--- src/rtl/carfield_pkg.sv ---
// Shared types and default address map for the Carfield L2 port router.
package carfield_pkg;

  localparam int unsigned L2_DATA_W     = 64;
  localparam logic [63:0] L2_PORT0_BASE = 64'h0000_0000_7800_0000;
  localparam logic [63:0] L2_PORT_SIZE  = 64'h0000_0000_0020_0000;

  typedef enum logic [1:0] {
    TGT_P0  = 2'd0,
    TGT_P1  = 2'd1,
    TGT_ERR = 2'd2
  } tgt_e;

  typedef struct packed {
    logic [L2_DATA_W-1:0] rdata;
    logic                 err;
  } rsp_t;

endpackage

--- src/rtl/carfield_l2_rsp_fifo.sv ---
// Small synchronous FIFO; the caller guarantees no push into a full FIFO unless it pops too.
module carfield_l2_rsp_fifo #(
  parameter int unsigned Depth = 4,
  parameter type data_t = logic [7:0]
) (
  input  logic  clk_i,
  input  logic  rst_ni,
  input  logic  push_i,
  input  data_t data_i,
  input  logic  pop_i,
  output data_t data_o,
  output logic  full_o,
  output logic  empty_o
);

  localparam int unsigned PtrW = $clog2(Depth);

  logic [PtrW:0] wr_ptr, rd_ptr;
  data_t         mem [Depth];

  // Extra pointer MSB tells a full FIFO apart from an empty one.
  assign empty_o = (wr_ptr == rd_ptr);
  assign full_o  = (wr_ptr[PtrW] != rd_ptr[PtrW]) &&
                   (wr_ptr[PtrW-1:0] == rd_ptr[PtrW-1:0]);
  assign data_o  = mem[rd_ptr[PtrW-1:0]];

  always_ff @(posedge clk_i) begin
    if (!rst_ni) begin
      wr_ptr <= '0;
      rd_ptr <= '0;
    end else begin
      if (push_i) wr_ptr <= wr_ptr + 1'b1;
      if (pop_i && !empty_o) rd_ptr <= rd_ptr + 1'b1;
    end
  end

  always_ff @(posedge clk_i) begin
    if (push_i) mem[wr_ptr[PtrW-1:0]] <= data_i;
  end

endmodule

--- src/rtl/carfield_l2_port_router.sv ---
// Decodes one request stream onto the two L2 ports and returns responses in issue order.
module carfield_l2_port_router
  import carfield_pkg::*;
#(
  parameter int unsigned          AddrWidth      = 64,
  parameter int unsigned          DataWidth      = L2_DATA_W,
  parameter logic [AddrWidth-1:0] Port0Base      = AddrWidth'(L2_PORT0_BASE),
  parameter logic [AddrWidth-1:0] PortSize       = AddrWidth'(L2_PORT_SIZE),
  parameter bit                   Port1Enable    = 1'b1,
  parameter int unsigned          MaxOutstanding = 4,
  localparam int unsigned         OffWidth       = $clog2(PortSize),
  localparam int unsigned         BeWidth        = DataWidth / 8
) (
  input  logic                           clk_i,
  input  logic                           rst_ni,
  input  logic                           req_valid_i,
  output logic                           req_ready_o,
  input  logic [AddrWidth-1:0]           req_addr_i,
  input  logic                           req_we_i,
  input  logic [DataWidth-1:0]           req_wdata_i,
  input  logic [BeWidth-1:0]             req_be_i,
  output logic                           rsp_valid_o,
  output logic [DataWidth-1:0]           rsp_rdata_o,
  output logic                           rsp_err_o,
  output logic [1:0]                     port_valid_o,
  input  logic [1:0]                     port_ready_i,
  output logic [1:0][OffWidth-1:0]       port_addr_o,
  output logic [1:0]                     port_we_o,
  output logic [1:0][DataWidth-1:0]      port_wdata_o,
  output logic [1:0][BeWidth-1:0]        port_be_o,
  input  logic [1:0]                     port_rsp_valid_i,
  input  logic [1:0][DataWidth-1:0]      port_rsp_rdata_i,
  input  logic [1:0]                     port_rsp_err_i
);

  localparam logic [AddrWidth-1:0] Port1Base = Port0Base + PortSize;
  localparam logic [AddrWidth-1:0] Port1End  = Port1Base + PortSize;

  tgt_e tgt, order_head;
  logic order_full, order_empty, order_push, order_pop;
  logic req_fire, err_bypass, rsp_fire, head_p1;
  logic [1:0] buf_full, buf_empty, buf_push, buf_pop, bypass;
  rsp_t buf_head [2];
  rsp_t port_rsp [2];
  rsp_t rsp_next;

  always_comb begin
    tgt = TGT_ERR;
    if (req_addr_i >= Port0Base && req_addr_i < Port1Base) begin
      tgt = TGT_P0;
    end else if (Port1Enable && req_addr_i >= Port1Base && req_addr_i < Port1End) begin
      tgt = TGT_P1;
    end
  end

  always_comb begin
    case (tgt)
      TGT_P0:  req_ready_o = port_ready_i[0] && !order_full;
      TGT_P1:  req_ready_o = port_ready_i[1] && !order_full;
      default: req_ready_o = !order_full;
    endcase
  end

  assign req_fire        = req_valid_i && req_ready_o;
  assign port_valid_o[0] = req_valid_i && !order_full && (tgt == TGT_P0);
  assign port_valid_o[1] = req_valid_i && !order_full && (tgt == TGT_P1);
  assign port_addr_o[0]  = OffWidth'(req_addr_i - Port0Base);
  assign port_addr_o[1]  = OffWidth'(req_addr_i - Port1Base);
  assign port_we_o       = {2{req_we_i}};
  assign port_wdata_o    = {2{req_wdata_i}};
  assign port_be_o       = {2{req_be_i}};

  // A head whose data is already waiting (buffered, arriving now, or an error
  // accepted into an empty order FIFO) is answered on the very next edge.
  always_comb begin
    rsp_fire   = 1'b0;
    rsp_next   = '0;
    buf_pop    = '0;
    bypass     = '0;
    err_bypass = 1'b0;
    head_p1    = (order_head == TGT_P1);
    if (!order_empty) begin
      if (order_head == TGT_ERR) begin
        rsp_fire = 1'b1;
        rsp_next = '{rdata: '0, err: 1'b1};
      end else if (!buf_empty[head_p1]) begin
        rsp_fire         = 1'b1;
        rsp_next         = buf_head[head_p1];
        buf_pop[head_p1] = 1'b1;
      end else if (port_rsp_valid_i[head_p1]) begin
        rsp_fire        = 1'b1;
        rsp_next        = port_rsp[head_p1];
        bypass[head_p1] = 1'b1;
      end
    end else if (req_fire && tgt == TGT_ERR) begin
      rsp_fire   = 1'b1;
      rsp_next   = '{rdata: '0, err: 1'b1};
      err_bypass = 1'b1;
    end
  end

  assign order_push = req_fire && !err_bypass;
  assign order_pop  = rsp_fire && !err_bypass;

  carfield_l2_rsp_fifo #(
    .Depth  (MaxOutstanding),
    .data_t (tgt_e)
  ) i_order_fifo (
    .clk_i   (clk_i),
    .rst_ni  (rst_ni),
    .push_i  (order_push),
    .data_i  (tgt),
    .pop_i   (order_pop),
    .data_o  (order_head),
    .full_o  (order_full),
    .empty_o (order_empty)
  );

  for (genvar p = 0; p < 2; p++) begin : g_port_buf
    assign port_rsp[p] = '{rdata: L2_DATA_W'(port_rsp_rdata_i[p]), err: port_rsp_err_i[p]};
    assign buf_push[p] = port_rsp_valid_i[p] && !bypass[p] && (!buf_full[p] || buf_pop[p]);

    carfield_l2_rsp_fifo #(
      .Depth  (MaxOutstanding),
      .data_t (rsp_t)
    ) i_rsp_buf (
      .clk_i   (clk_i),
      .rst_ni  (rst_ni),
      .push_i  (buf_push[p]),
      .data_i  (port_rsp[p]),
      .pop_i   (buf_pop[p]),
      .data_o  (buf_head[p]),
      .full_o  (buf_full[p]),
      .empty_o (buf_empty[p])
    );
  end

  // Response register stage
  always_ff @(posedge clk_i) begin
    if (!rst_ni) begin
      rsp_valid_o <= 1'b0;
      rsp_rdata_o <= '0;
      rsp_err_o   <= 1'b0;
    end else begin
      rsp_valid_o <= rsp_fire;
      rsp_rdata_o <= DataWidth'(rsp_next.rdata);
      rsp_err_o   <= rsp_next.err;
    end
  end

endmodule
--- config.mk ---
export PLATFORM = sky130hd
export DESIGN_NAME = carfield_l2_port_router
export DESIGN_NICKNAME = d
export VERILOG_FILES = /design/src/rtl/carfield_pkg.sv /design/src/rtl/carfield_l2_rsp_fifo.sv /design/src/rtl/carfield_l2_port_router.sv
export SDC_FILE = /design/constraint.sdc
export NUM_CORES = 1
export LEC_CHECK = 0
export ABC_AREA = 1
export CAP_MARGIN = 25
export CORE_ASPECT_RATIO = 2
export CORE_MARGIN = 3
export CORE_UTILIZATION = 50
export CTS_BUF_LIST = sky130_fd_sc_hd__clkbuf_8
export DETAILED_ROUTE_END_ITERATION = 8
export PLACE_DENSITY = 0.78
export SYNTH_ARGS = -nofsm -noshare
export SYNTH_HDL_FRONTEND = slang
export SYNTH_SLANG_ARGS = --single-unit
--- constraint.sdc ---
create_clock -name clk_i -period 5.05 [get_ports clk_i]
set_input_delay 0.7575 -clock clk_i [delete_from_list [all_inputs] [get_ports clk_i]]
set_output_delay 0.7575 -clock clk_i [all_outputs]
set_load 0.02 [all_outputs]
# Yosys cells after proc, flatten, opt, wreduce, memory -nomap -nowiden
# Memory sizes are Yosys's and may differ from the RTL's. A register that Yosys moved wholly into a read port is not among the register bits.
# Index checks and enable logic that the tools add are counted.
# Widths: inputs -> output; s select.
[word_totals] reg_bits=84 latch_bits=0 mem_bits_rw=528 romBits=0 in_bits=274 output_inout_bits=257 word_cells=120 memories=3
[mem_list] name="g_port_buf[0].i_rsp_buf.mem" words=4 width=65 read_ports=1 rd_clocked_by_memory_dff=1 write_ports=1 line="carfield_l2_rsp_fifo.sv:19" source="data_t mem [Depth];"
[mem_list] name="g_port_buf[1].i_rsp_buf.mem" words=4 width=65 read_ports=1 rd_clocked_by_memory_dff=1 write_ports=1 line="carfield_l2_rsp_fifo.sv:19"
[mem_list] name="i_order_fifo.mem" words=4 width=2 read_ports=1 rd_clocked_by_memory_dff=1 write_ports=1 line="carfield_l2_rsp_fifo.sv:19"
[classes] n_addsub=8 multipliers=0 div_mod_pow=0 n_lt_le_gt_ge=7 n_eq_ne=13 shifts=0 muxes=45 bitwise_logic=1 n_reduce_logical=34
[ops] cell="$mux 65" n=10
[ops] cell="$ge 64x31->1 const B" n=2
[ops] cell="$lt 64x31->1 const B" n=2
[ops] cell="$sub 21x1->21 const B" n=2
[ops] cell="$mux 2" n=15
[ops] cell="$logic_and 1x1->1" n=22
[ops] cell="$add 3x1->3 const B" n=6
[ops] cell="$mux 1" n=18
[ops] cell="$eq 3x3->1" n=3
[ops] cell="$logic_not 1->1" n=9
[ops] cell="$eq 2x2->1" n=3
[ops] cell="$eq 2x1->1 const B" n=2
[ops] cell="$eq 2x2->1 const B" n=2
[ops] cell="$ne 1x1->1" n=3
[ops] cell="$ge 2x2->1 const B" n=1
[ops] cell="$logic_not 2->1" n=1
[ops] cell="$logic_or 1x1->1" n=2
[ops] cell="$lt 1x2->1 const B" n=1
[ops] cell="$not 1->2" n=1
[ops] cell="$pmux 1 s2" n=1
[ops] cell="$demux 1 s1" n=1
[ops] cell="$ge 1x1->1 const B" n=1

# Longest topological paths before layout
# Gate-level depths: netlist of the first run.
[logic_depth] ltp_word=15 depth_mapped=14 mapped_depth_nobuf=13

# By module
# A second synthesis of the first run with hierarchy kept.
[hier_totals] hier_cells=2469 hier_area_um2=27278.7
[modules_own_cells] mod="carfield_l2_rsp_fifo at g_port_buf[0].i_rsp_buf ..." instances=2 cells_each=692 area_each_um2=10378.7
[modules_own_cells] mod="carfield_l2_port_router" instances=1 cells_each=1002 area_each_um2=5779.3
[modules_own_cells] mod="carfield_l2_rsp_fifo at i_order_fifo" instances=1 cells_each=83 area_each_um2=742.0

# Least setup slack after synthesis of the first run
# OpenSTA, ideal clock, no wires.
[synth_timing] kind="reg2reg" from="reg with a tool-made name" to="mem g_port_buf[0].i_rsp_buf.mem[0][0] (netlist name), enable pin" t_arrival_ps=4031 required_time_ps=4561 setup_slack_ps=530 path_stages_with_launch=11 path_buffers=0 cell_sequence="dfxtp_1 -> inv_2 -> nand2_1 -> nand3_1 -> nand2_1 -> nor2_1 -> nor2_1 -> nand2_1 -> nand3b_1 -> nand3_2 -> nor2_1"
[synth_lines] item="end: declaration" line="carfield_l2_rsp_fifo.sv:19"

# Final worst setup path of the first run
[layout_timing] from="in req_addr_i[48]" to="out port_valid_o[0]"
[layout_between] elab_chain_cells=6 word_cells_on_any_way=10 cone_classes="order compare: 4; mux: 2; reduce/logical: 4"
[layout_lines] item="start: declaration" line="carfield_l2_port_router.sv:18" source="input logic [AddrWidth-1:0] req_addr_i,"
[layout_lines] item="$ge 64x31->1 / $lt 64x31->1 (equally long branches)" line="carfield_l2_port_router.sv:51" source="end else if (Port1Enable && req_addr_i >= Port1Base && req_addr_i < Port1End) begin"
[layout_lines] item="$logic_and 1x1->1" line="carfield_l2_port_router.sv:51"
[layout_lines] item="$mux 2" line="carfield_l2_port_router.sv:51"
[layout_lines] item="$mux 2 *" line="carfield_l2_port_router.sv:49" source="if (req_addr_i >= Port0Base && req_addr_i < Port1Base) begin"
[layout_lines] item="$logic_not 2->1 *" line="carfield_l2_port_router.sv:65" source="assign port_valid_o[0] = req_valid_i && !order_full && (tgt == TGT_P0);"
[layout_lines] item="$logic_and 1x1->1 *" line="carfield_l2_port_router.sv:65"
[layout_lines] item="end: declaration" line="carfield_l2_port_router.sv:25" source="output logic [1:0] port_valid_o,"
# Every way passes the cells marked *; elsewhere a longest branch is shown, timed or not.

==> results of run 1 <==
[worst min-delay path, delay by kind of cell, from the launching register on]
| family | cells | cell delay, ns |
|---|---|---|
| flops | 1 | 0.33 |
| buf+inv | 1 | 0.06 |
| compound gates | 1 | 0.05 |
[cell type report]
type                       instances  area [sq um]  area share
clock buffer                      90          1240      0.0415
clock inverter                    62           453      0.0152
tap                              660           826      0.0277
timing repair buffer             276          2740      0.0917
inverter                          50           193     0.00645
multi-input combinational       1469          6720       0.225
antenna                            7          17.5    0.000587
sequential                       618         17700       0.592
[power groups by stage]
stage	Combinational, W	Clock [W]	Sequential [W]
2_1_floorplan	0.00294	0	0.00678
3_3_place_gp	0.00438	0	0.00665
3_5_place_dp	0.00456	0	0.00668
4_1_cts	0.00458	0.00390	0.00658
5_1_grt	0.00499	0.00411	0.00663
6_report	0.00461	0.00386	0.00658
[cell families after synthesis]
| logic type | share of synthesized area |
|---|---|
| and+or+nand+nor | 0.149 |
| AOI/OAI and AO/OA | 0.0901 |
| adders and majority gates | 0.00708 |
| buffers and inverters | 0.0831 |
| xor gates and xnor gates | 0.00430 |
| DFF | 0.666 |
[layout by cell type, fill, tap and decap left out, types with 2 or more instances in the layout]
| cell | instances |
|---|---|
| ha_1 | 15 |
| edfxtp_1 | 528 |
| nor2_1 | 395 |
| clkinvlp_4 | 3 |
| nand3_2 | 2 |
| clkinv_1 | 14 |
| diode_2 | 7 |
| nand3_1 | 19 |
| nand2_1 | 590 |
| inv_6 | 2 |
| xnor2_1 | 5 |
| a21oi_1 | 78 |
| clkbuf_8 | 90 |
| inv_2 | 5 |
| o22ai_1 | 65 |
| dfxtp_1 | 86 |
| buf_12 | 2 |
| inv_4 | 2 |
| nor2_4 | 8 |
| clkdlybuf4s50_1 | 248 |
| inv_1 | 65 |
| dfxtp_4 | 3 |
| o32ai_1 | 64 |
| nand4_1 | 6 |
| clkinv_2 | 13 |
| o21ai_0 | 201 |
| nand3b_1 | 4 |
| xor2_1 | 8 |
| bufinv_16 | 6 |
| clkinv_8 | 2 |
| buf_4 | 25 |
[state kept, by name (all words and copies together) (netlist names), named ones only]
| signal | flops |
|---|---|
| rsp_valid_o | 1 |
| g_port_buf.i_rsp_buf.mem | 520 |
| rsp_err_o | 1 |
| i_order_fifo.rd_ptr | 3 |
| g_port_buf.i_rsp_buf.wr_ptr | 6 |
| g_port_buf.i_rsp_buf.rd_ptr | 6 |
| rsp_rdata_o | 64 |
| i_order_fifo.mem | 8 |
| i_order_fifo.wr_ptr | 3 |
[per-stage QoR]
stage | worst slack (ns) | power (W) | instance area [sq um] | cells
floorplan | 0.530 | 0.00972 | 26500 | 2457
global placement | 1.37 | 0.0110 | 28100 | 3071
detailed placement | 1.36 | 0.0112 | 28100 | 3072
CTS | 1.35 | 0.0151 | 29800 | 3224
global route | 1.28 | 0.0157 | 29800 | 3228
finish | 1.35 | 0.0150 | 29900 | 3232
[metal layers]
layer / track usage / vias up
met5: 0 / -
met4: 0.232 / 4
met3: 0.167 / 387
met2: 0.468 / 1068
met1: 0.259 / 8968
li1: - / 8361
[worst paths after layout]
path / startpoint / end / slack (ns) / depth (start not counted)
hold / removal: g_port_buf[1].i_rsp_buf.rd_ptr[2] / g_port_buf[1].i_rsp_buf.rd_ptr[2] / 0.48 / 2
setup reg to reg: flip-flop / g_port_buf[0].i_rsp_buf.mem[1][34] / 1.61 / 11
hold reg to reg: g_port_buf[1].i_rsp_buf.rd_ptr[2] / g_port_buf[1].i_rsp_buf.rd_ptr[2] / 0.48 / 2
setup / recovery: req_addr_i[48] / port_valid_o[0] / 1.35 / 8
[synth_stat cells]
cell type  count
a21oi_1       78
a21oi_2        1
a31oi_1        1
and3_1         1
buf_1          6
buf_2         32
buf_4        194
buf_6          6
clkbuf_1      82
clkinv_1       1
dfxtp_1       90
edfxtp_1     528
ha_1          15
inv_1         45
inv_2          4
nand2_1      591
nand2_2        1
nand3_1       19
nand3_2        2
nand3b_1       4
nand4_1        6
nor2_1       403
nor2_8         1
nor3_1         1
o21ai_0      201
o21ai_2        1
o22ai_1       65
o32ai_1       64
or2_2          1
xnor2_1        5
xor2_1         8
==> results.cfg, run 1 <==
[cts]
clk_pin_slew_ns = 0.07
cts_max_level = 3
clockBufferDepth = 3
cts_resized = 0
cts.sinks = 618
postCtsHoldBufs = 0
cts_root_buf = clkbuf_8
post_cts_buffers = 0
clk-insertion-delay-late_ns = 0.68
cts_tree = yes
numCtsBuffers = 83

[critical_path]
crit_chain = clkdlybuf4s50_1, or2_2, nor2_1, nand2_1, nor2_1, nand3_1, nor2_1, clkdlybuf4s50_1
required_ns = 4.29
worst-path-buf-inv = 2
cp-start-kind = input pin
end_kind = primary output
crit_arrival_ns = 2.94
crit_fanout = 3
crit_family = buffers and inverters
critical_path.max_stage_delay_ns = 0.62
path_class = in2out
worst_path_max_delay_cell = clkdlybuf4s50_1
cp_common_cell = nor2_1

[route]
drc = 0
top_layer = met5
wl_per_cell_um = 26.0
routed-wl-met2_um = 39800
vias = 18788
routed_wl_um = 84000
wl_met1_um = 23400
dr_wl_met3_um = 13200
drtIter0Drc = 1677
ant_nets = 0
firstDrtPassIters = 8
vias_per_cell = 5.81

[global_route]
gr-total-overflow = 0
antenna_found_initial = 9
grt.total_usage = 0.290
grt_pass1_vias = 18987
grt_max_degree = 89
grt_pass1_wl_um = 120000

[power_and_ir_drop]
p_sw_w = 0.00538
ir_drop_uv = 297
switching_share = 0.357
p_comb_frac = 0.307
seq_power_share = 0.437
p_int_w = 0.00967
powerDensity_nw_per_um2 = 504
clockPowerShare = 0.256
p_leak_nw = 10.9

[logic_synthesis]
yosysWarningCount = 0
ys_seq_area_frac = 0.666
synth_top_cell_by_area = edfxtp_1
synth_cell_types = 31
syn_avg_cell_area_sq_um = 10.8
synth_seq_cells = 618
syn-num-nets = 2746
synth_top_area_share = 0.598
synth.cell_area_sq_um = 26500
yosys-top-cells-area = edfxtp_1 60%, nand2_1 8.4%, dfxtp_1 6.8%, nor2_1 5.7%, buf_4 5.5%
synth_cells = 2457

[timing]
fin_crit_ns = 3.70
fmax_ghz = 0.270
finalCritPeriodShare = 0.733
finClkSkew_ns = 0.0416
setup_tns_ns = 0
holdWs_ns = 0.475
finalSetupViolCount = 0
hold_viol_final = 0
maxSlewViolCount = 0
rsz0062_at_grt = false
worst_slew_pin_slew_ns = 1.06
slew_headroom = 0.295

[finish]
fin_util = 0.573
drive_gt1_frac = 0.0667
area_growth_pct = 12.6
fin_nets = 2787
nFillCells = 4079

[place]
portBuffers = 248
gp_congestion = 0.879
hpwlAfterDp_um = 55600

[floorplanning]
die_w_um = 169
core_sq_um = 52100
io_pins = 531
die_h_um = 332
rows = 118
dieArea_sq_um = 56000
initial_core_util = 0.509

[flow_run]
cap_violations = 0

[outcome]
status = finished clean

[worst_hold_path]
hp-class = reg2reg
Power figures use the tool's default switching activity.
==> run 2, diff against run 1 <==
==> constraint.sdc (replaced) <==
create_clock -name clk_i -period 3.84 [get_ports clk_i]
set_input_delay 0.576 -clock clk_i [delete_from_list [all_inputs] [get_ports clk_i]]
set_output_delay 0.576 -clock clk_i [all_outputs]
set_load 0.02 [all_outputs]
==> run 2 against run 1 <==
Sequential share of layout area barely moved. Critical path depth did not move. Total power rose by 30%. Critical path type unchanged. Final cell count barely moved. Cell area barely moved. Non-clock buffer count rose by 7. Combinational power rose by 33%. Critical endpoint unchanged. Wire length fell by 0.47%.
==> results.cfg, run 2 (synthesized netlist as in run 1, its figures left out) <==
[power_and_ir_drop]
p_int_w = 0.0125
seq_power_share = 0.442
switching_share = 0.359
p_comb_frac = 0.314
p_leak_nw = 10.9
ir_drop_uv = 511
powerDensity_nw_per_um2 = 654
p_sw_w = 0.00701
clockPowerShare = 0.244

[route]
vias = 18663
drc = 0
firstDrtPassIters = 5
routed_wl_um = 83600
wl_per_cell_um = 25.8
vias_per_cell = 5.77
ant_nets = 0
drtIter0Drc = 1456

[place]
gp_congestion = 0.868
hpwlAfterDp_um = 56600
dp_cells = 3080
portBuffers = 248

[critical_path]
required_ns = 3.26
end_kind = primary output
r2r-end = g_port_buf[0].i_rsp_buf.mem[3][20]
rrSetupSlack_ns = 0.80
crit_fanout = 3
ff2ff_path_depth = 11
crit_arrival_ns = 2.79
crit_start = req_addr_i[48]
path_class = in2out
cp-start-kind = input pin

[timing]
hold_viol_final = 0
maxSlewViolCount = 0
fmax_ghz = 0.297
worst_slew_pin_slew_ns = 1.14
finClkSkew_ns = 0.0259
finalSetupViolCount = 0
rsz0062_at_grt = false
finalCritPeriodShare = 0.877
slew_headroom = 0.241
fin_crit_ns = 3.37

[floorplanning]
die_h_um = 332
initial_core_util = 0.509
die_w_um = 169
core_sq_um = 52100
io_pins = 531
dieArea_sq_um = 56000
rows = 118

[cts]
postCtsHoldBufs = 0
cts_max_level = 3
cts.sinks = 618
clockBufferDepth = 3
numCtsBuffers = 79
clk_pin_slew_ns = 0.06
post_cts_buffers = 0
cts_root_buf = clkbuf_8
clk-insertion-delay-late_ns = 0.67
cts_tree = yes
cts_resized = 0

[finish]
area_growth_pct = 12.7
fin_util = 0.573
final_cell_mix = 590 x nand2_1, 528 x edfxtp_1, 395 x nor2_1, 248 x clkdlybuf4s50_1, 201 x o21ai_0
drive_gt1_frac = 0.0670
fin_cells = 3234
fin_nets = 2790
final_common_cell = nand2_1
nFillCells = 4159
largest_register_ff_count = 520

[global_route]
grt_max_degree = 87
grt.total_usage = 0.291
gr-total-overflow = 0
antenna_found_initial = 9
grt_pass1_wl_um = 120000
grt_pass1_vias = 19070

[worst_hold_path]
hp-class = reg2reg
hold_depth = 2
hp-start = g_port_buf[1].i_rsp_buf.rd_ptr[2]
hold_end = g_port_buf[1].i_rsp_buf.rd_ptr[2]

[flow_run]
cap_violations = 0

[outcome]
status = finished clean
## run 2: power by group through the flow
stage	logic (W)	clock network (W)	registers (W)
CTS	0.00610	0.00482	0.00865
global route	0.00667	0.00509	0.00872
global placement	0.00589	0	0.00875
detailed placement	0.00607	0	0.00878
floorplan	0.00387	0	0.00891
finish	0.00613	0.00477	0.00865
## run 2: cell type report
cell class              count  area (sq um)  share of cell area
multi-input cells        1469          6720               0.225
clock buffers              86          1180              0.0396
repair buffers            283          2870              0.0961
clock inverters            61           390              0.0131
diodes                      7          17.5            0.000586
well taps                 660           826              0.0276
flip-flops and latches    618         17700               0.592
inverters                  50           193             0.00645
## run 2: through the flow
step                      total power (W)  cell area, sq um  hold WS [ns]  setup slack, ns  TNS [ns]
final                              0.0195             29900         0.476            0.474         0
after CTS                          0.0196             29900         0.475            0.443         0
after detailed placement           0.0149             28300         0.466            0.456         0
after global placement             0.0146             28300         0.454            0.424         0
after global routing               0.0205             29900         0.495            0.361         0
after floorplan                    0.0128             26500         0.446           -0.680   -264.38
## run 2: per-layer routing
metal	routed length [um]	track usage	vias up	share of wire
li1	-	-	8363	-
met4	7170	0.229	0	0.086
met1	23800	0.263	8911	0.28
met2	39300	0.459	960	0.47
met5	0	0	-	0
met3	13300	0.179	429	0.16
## run 2: worst max path at each step
stage / endpoint / slack [ns] / depth (start not counted)
2_1_floorplan: g_port_buf[0].i_rsp_buf.mem[0][0] / -0.68 / 10
3_3_place_gp: port_valid_o[0] / 0.42 / 8
3_5_place_dp: port_valid_o[0] / 0.46 / 8
4_1_cts: port_valid_o[0] / 0.44 / 8
5_1_grt: port_valid_o[0] / 0.36 / 8
6_report: port_valid_o[0] / 0.47 / 8
## run 2: critical path, stage by stage
cell,delay (ns)
clkdlybuf4s50_1,0.49
or2_2,0.32
nor2_1,0.19
nand2_1,0.11
nor2_1,0.22
nand3_1,0.14
nor2_1,0.13
clkdlybuf4s50_1,0.62
==> run 3, diff against run 2 <==
--- a/config.mk
+++ b/config.mk
@@ -9,10 +9,11 @@
 export CAP_MARGIN = 25
 export CORE_ASPECT_RATIO = 2
 export CORE_MARGIN = 3
-export CORE_UTILIZATION = 50
-export CTS_BUF_LIST = sky130_fd_sc_hd__clkbuf_8
+export CORE_UTILIZATION = 54
+export CTS_BUF_LIST = sky130_fd_sc_hd__clkbuf_2 sky130_fd_sc_hd__clkbuf_4 sky130_fd_sc_hd__clkbuf_8
+export CTS_CLUSTER_SIZE = 30
 export DETAILED_ROUTE_END_ITERATION = 8
-export PLACE_DENSITY = 0.78
+export PLACE_DENSITY = 0.83
 export SYNTH_ARGS = -nofsm -noshare
 export SYNTH_HDL_FRONTEND = slang
 export SYNTH_SLANG_ARGS = --single-unit
==> run 3 against run 2 <==
Critical endpoint unchanged. Non-clock buffer count is 4 lower. Critical path depth stayed put. Via count is 0.59% higher. Fmax is 6.1% higher. Critical path type unchanged. Largest cell class unchanged. Highest routed layer unchanged.
==> results.cfg, run 3 (synthesized netlist as in run 1, its figures left out) <==
[critical_path]
crit_start = req_addr_i[48]
worst-path-buf-inv = 2
cp_common_cell = nor2_1
path_class = in2out
crit_arrival_ns = 2.60
worst_path_max_delay_cell = clkdlybuf4s50_1
end_kind = primary output
r2r-end = g_port_buf[0].i_rsp_buf.mem[3][21]
crit_family = buffers and inverters
crit_chain = clkdlybuf4s50_1, or2_2, nor2_1, nand2_1, nor2_1, nand3_1, nor2_1, clkdlybuf4s50_1
crit_fanout = 3
cp-start-kind = input pin
crit_end = port_valid_o[0]
critical_path.max_stage_delay_ns = 0.61
required_ns = 3.26
critical_path_depth = 8
rrSetupSlack_ns = 0.77
ff2ff_path_depth = 11

[cts]
cts_max_level = 3
cts.sinks = 618
cts_tree = yes
numCtsBuffers = 78
clk-insertion-delay-late_ns = 0.67
cts_root_buf = clkbuf_8
cts_resized = 0
clockBufferDepth = 3
clk_pin_slew_ns = 0.07
postCtsHoldBufs = 0
post_cts_buffers = 0

[finish]
fin_util = 0.615
final_cell_mix = 590 x nand2_1, 528 x edfxtp_1, 395 x nor2_1, 248 x clkdlybuf4s50_1, 201 x o21ai_0
fin_nets = 2785
drive_gt1_frac = 0.0735
fin_cells = 3202
largest_register_ff_count = 520
final_common_cell = nand2_1
area_growth_pct = 12.5

[global_route]
grt_pass1_vias = 19277
grt_pass1_wl_um = 119000
grt_max_degree = 130
antenna_found_initial = 6
grt.total_usage = 0.313
gr-total-overflow = 0

[place]
hpwlAfterDp_um = 54900
gp_congestion = 0.830
portBuffers = 248
dp_cells = 3054
pre_cts_ws_ns = 0.627

[power_and_ir_drop]
p_leak_nw = 10.8
powerDensity_nw_per_um2 = 660
total_power_w = 0.0197
ir_drop_uv = 473

[flow_run]
cap_violations = 0

[timing]
rsz0062_at_grt = false
fin_crit_ns = 3.17
worst_slew_pin_slew_ns = 0.984
fmax_ghz = 0.315
finalSetupViolCount = 0
hold_viol_final = 0
postLayoutSetupSlackWorst_ns = 0.669
maxSlewViolCount = 0
finClkSkew_ns = 0.0291
holdWs_ns = 0.474
slew_headroom = 0.344
finalCritPeriodShare = 0.826

[route]
wl_per_cell_um = 25.7
drtIter0Drc = 1818
drc = 0
vias = 18774
ant_nets = 0
vias_per_cell = 5.86
routed_wl_um = 82400
firstDrtPassIters = 5

[floorplanning]
die_w_um = 163
die_h_um = 319
io_pins = 531
dieArea_sq_um = 51900
initial_core_util = 0.547
core_sq_um = 48500
rows = 114

[worst_hold_path]
hp-class = reg2reg

[outcome]
status = finished clean
## run 3: layout make-up
cell class,count,area (sq um)
Antenna cell,5,12.5
Clock buffer,105,1320
Clock inverter,38,302
Fill cell,3700,18700
Inverter,50,193
Multi-Input combinational cell,1469,6720
Sequential cell,618,17700
Tap cell,638,798
Timing Repair Buffer,279,2820
## run 3: metal layers
metal	wire (um)	share of wire	GRT usage
met1	22400	0.27	0.283
met2	39900	0.48	0.516
met3	12700	0.15	0.170
met4	7380	0.090	0.237
met5	0	0	0
## run 3: worst min-delay path by stage
stage	depth (start not counted)	startpoint	slack, ns	to
detailed placement	2	g_port_buf[1].i_rsp_buf.rd_ptr[2]	0.47	g_port_buf[1].i_rsp_buf.rd_ptr[2]
finish	2	g_port_buf[1].i_rsp_buf.rd_ptr[2]	0.47	g_port_buf[1].i_rsp_buf.rd_ptr[2]
CTS	2	g_port_buf[1].i_rsp_buf.rd_ptr[2]	0.48	g_port_buf[1].i_rsp_buf.rd_ptr[2]
global placement	2	g_port_buf[1].i_rsp_buf.rd_ptr[2]	0.46	g_port_buf[1].i_rsp_buf.rd_ptr[2]
global route	2	g_port_buf[1].i_rsp_buf.rd_ptr[2]	0.51	g_port_buf[1].i_rsp_buf.rd_ptr[2]
floorplan	2	g_port_buf[1].i_rsp_buf.rd_ptr[2]	0.45	g_port_buf[1].i_rsp_buf.rd_ptr[2]
## run 3: stage by stage
stage	area, sq um	TNS (ns)
finish	29800	0
global route	29800	0
CTS	29800	0
detailed placement	28200	0
global placement	28200	0
floorplan	26500	-264.38
## run 3: worst reg2reg max path: stages, from the launching register on
cell and delay, ns:
dfxtp_1 0.41, inv_2 0.08, nand2_1 0.08, nand3_1 0.14, nand2_1 0.17, nor2_1 0.08
nor2_1 0.22, nand2_1 0.21, nand3b_1 0.17, nand3_2 0.30, nor2_4 0.52, buf_4 0.37
## run 3: power by group
part / switching [W] / leakage, nW / internal [W]
Combinational: 0.00419 / 4.39 / 0.00193
Clock: 0.00240 / 0.856 / 0.00254
Sequential: 0.000431 / 5.58 / 0.00821
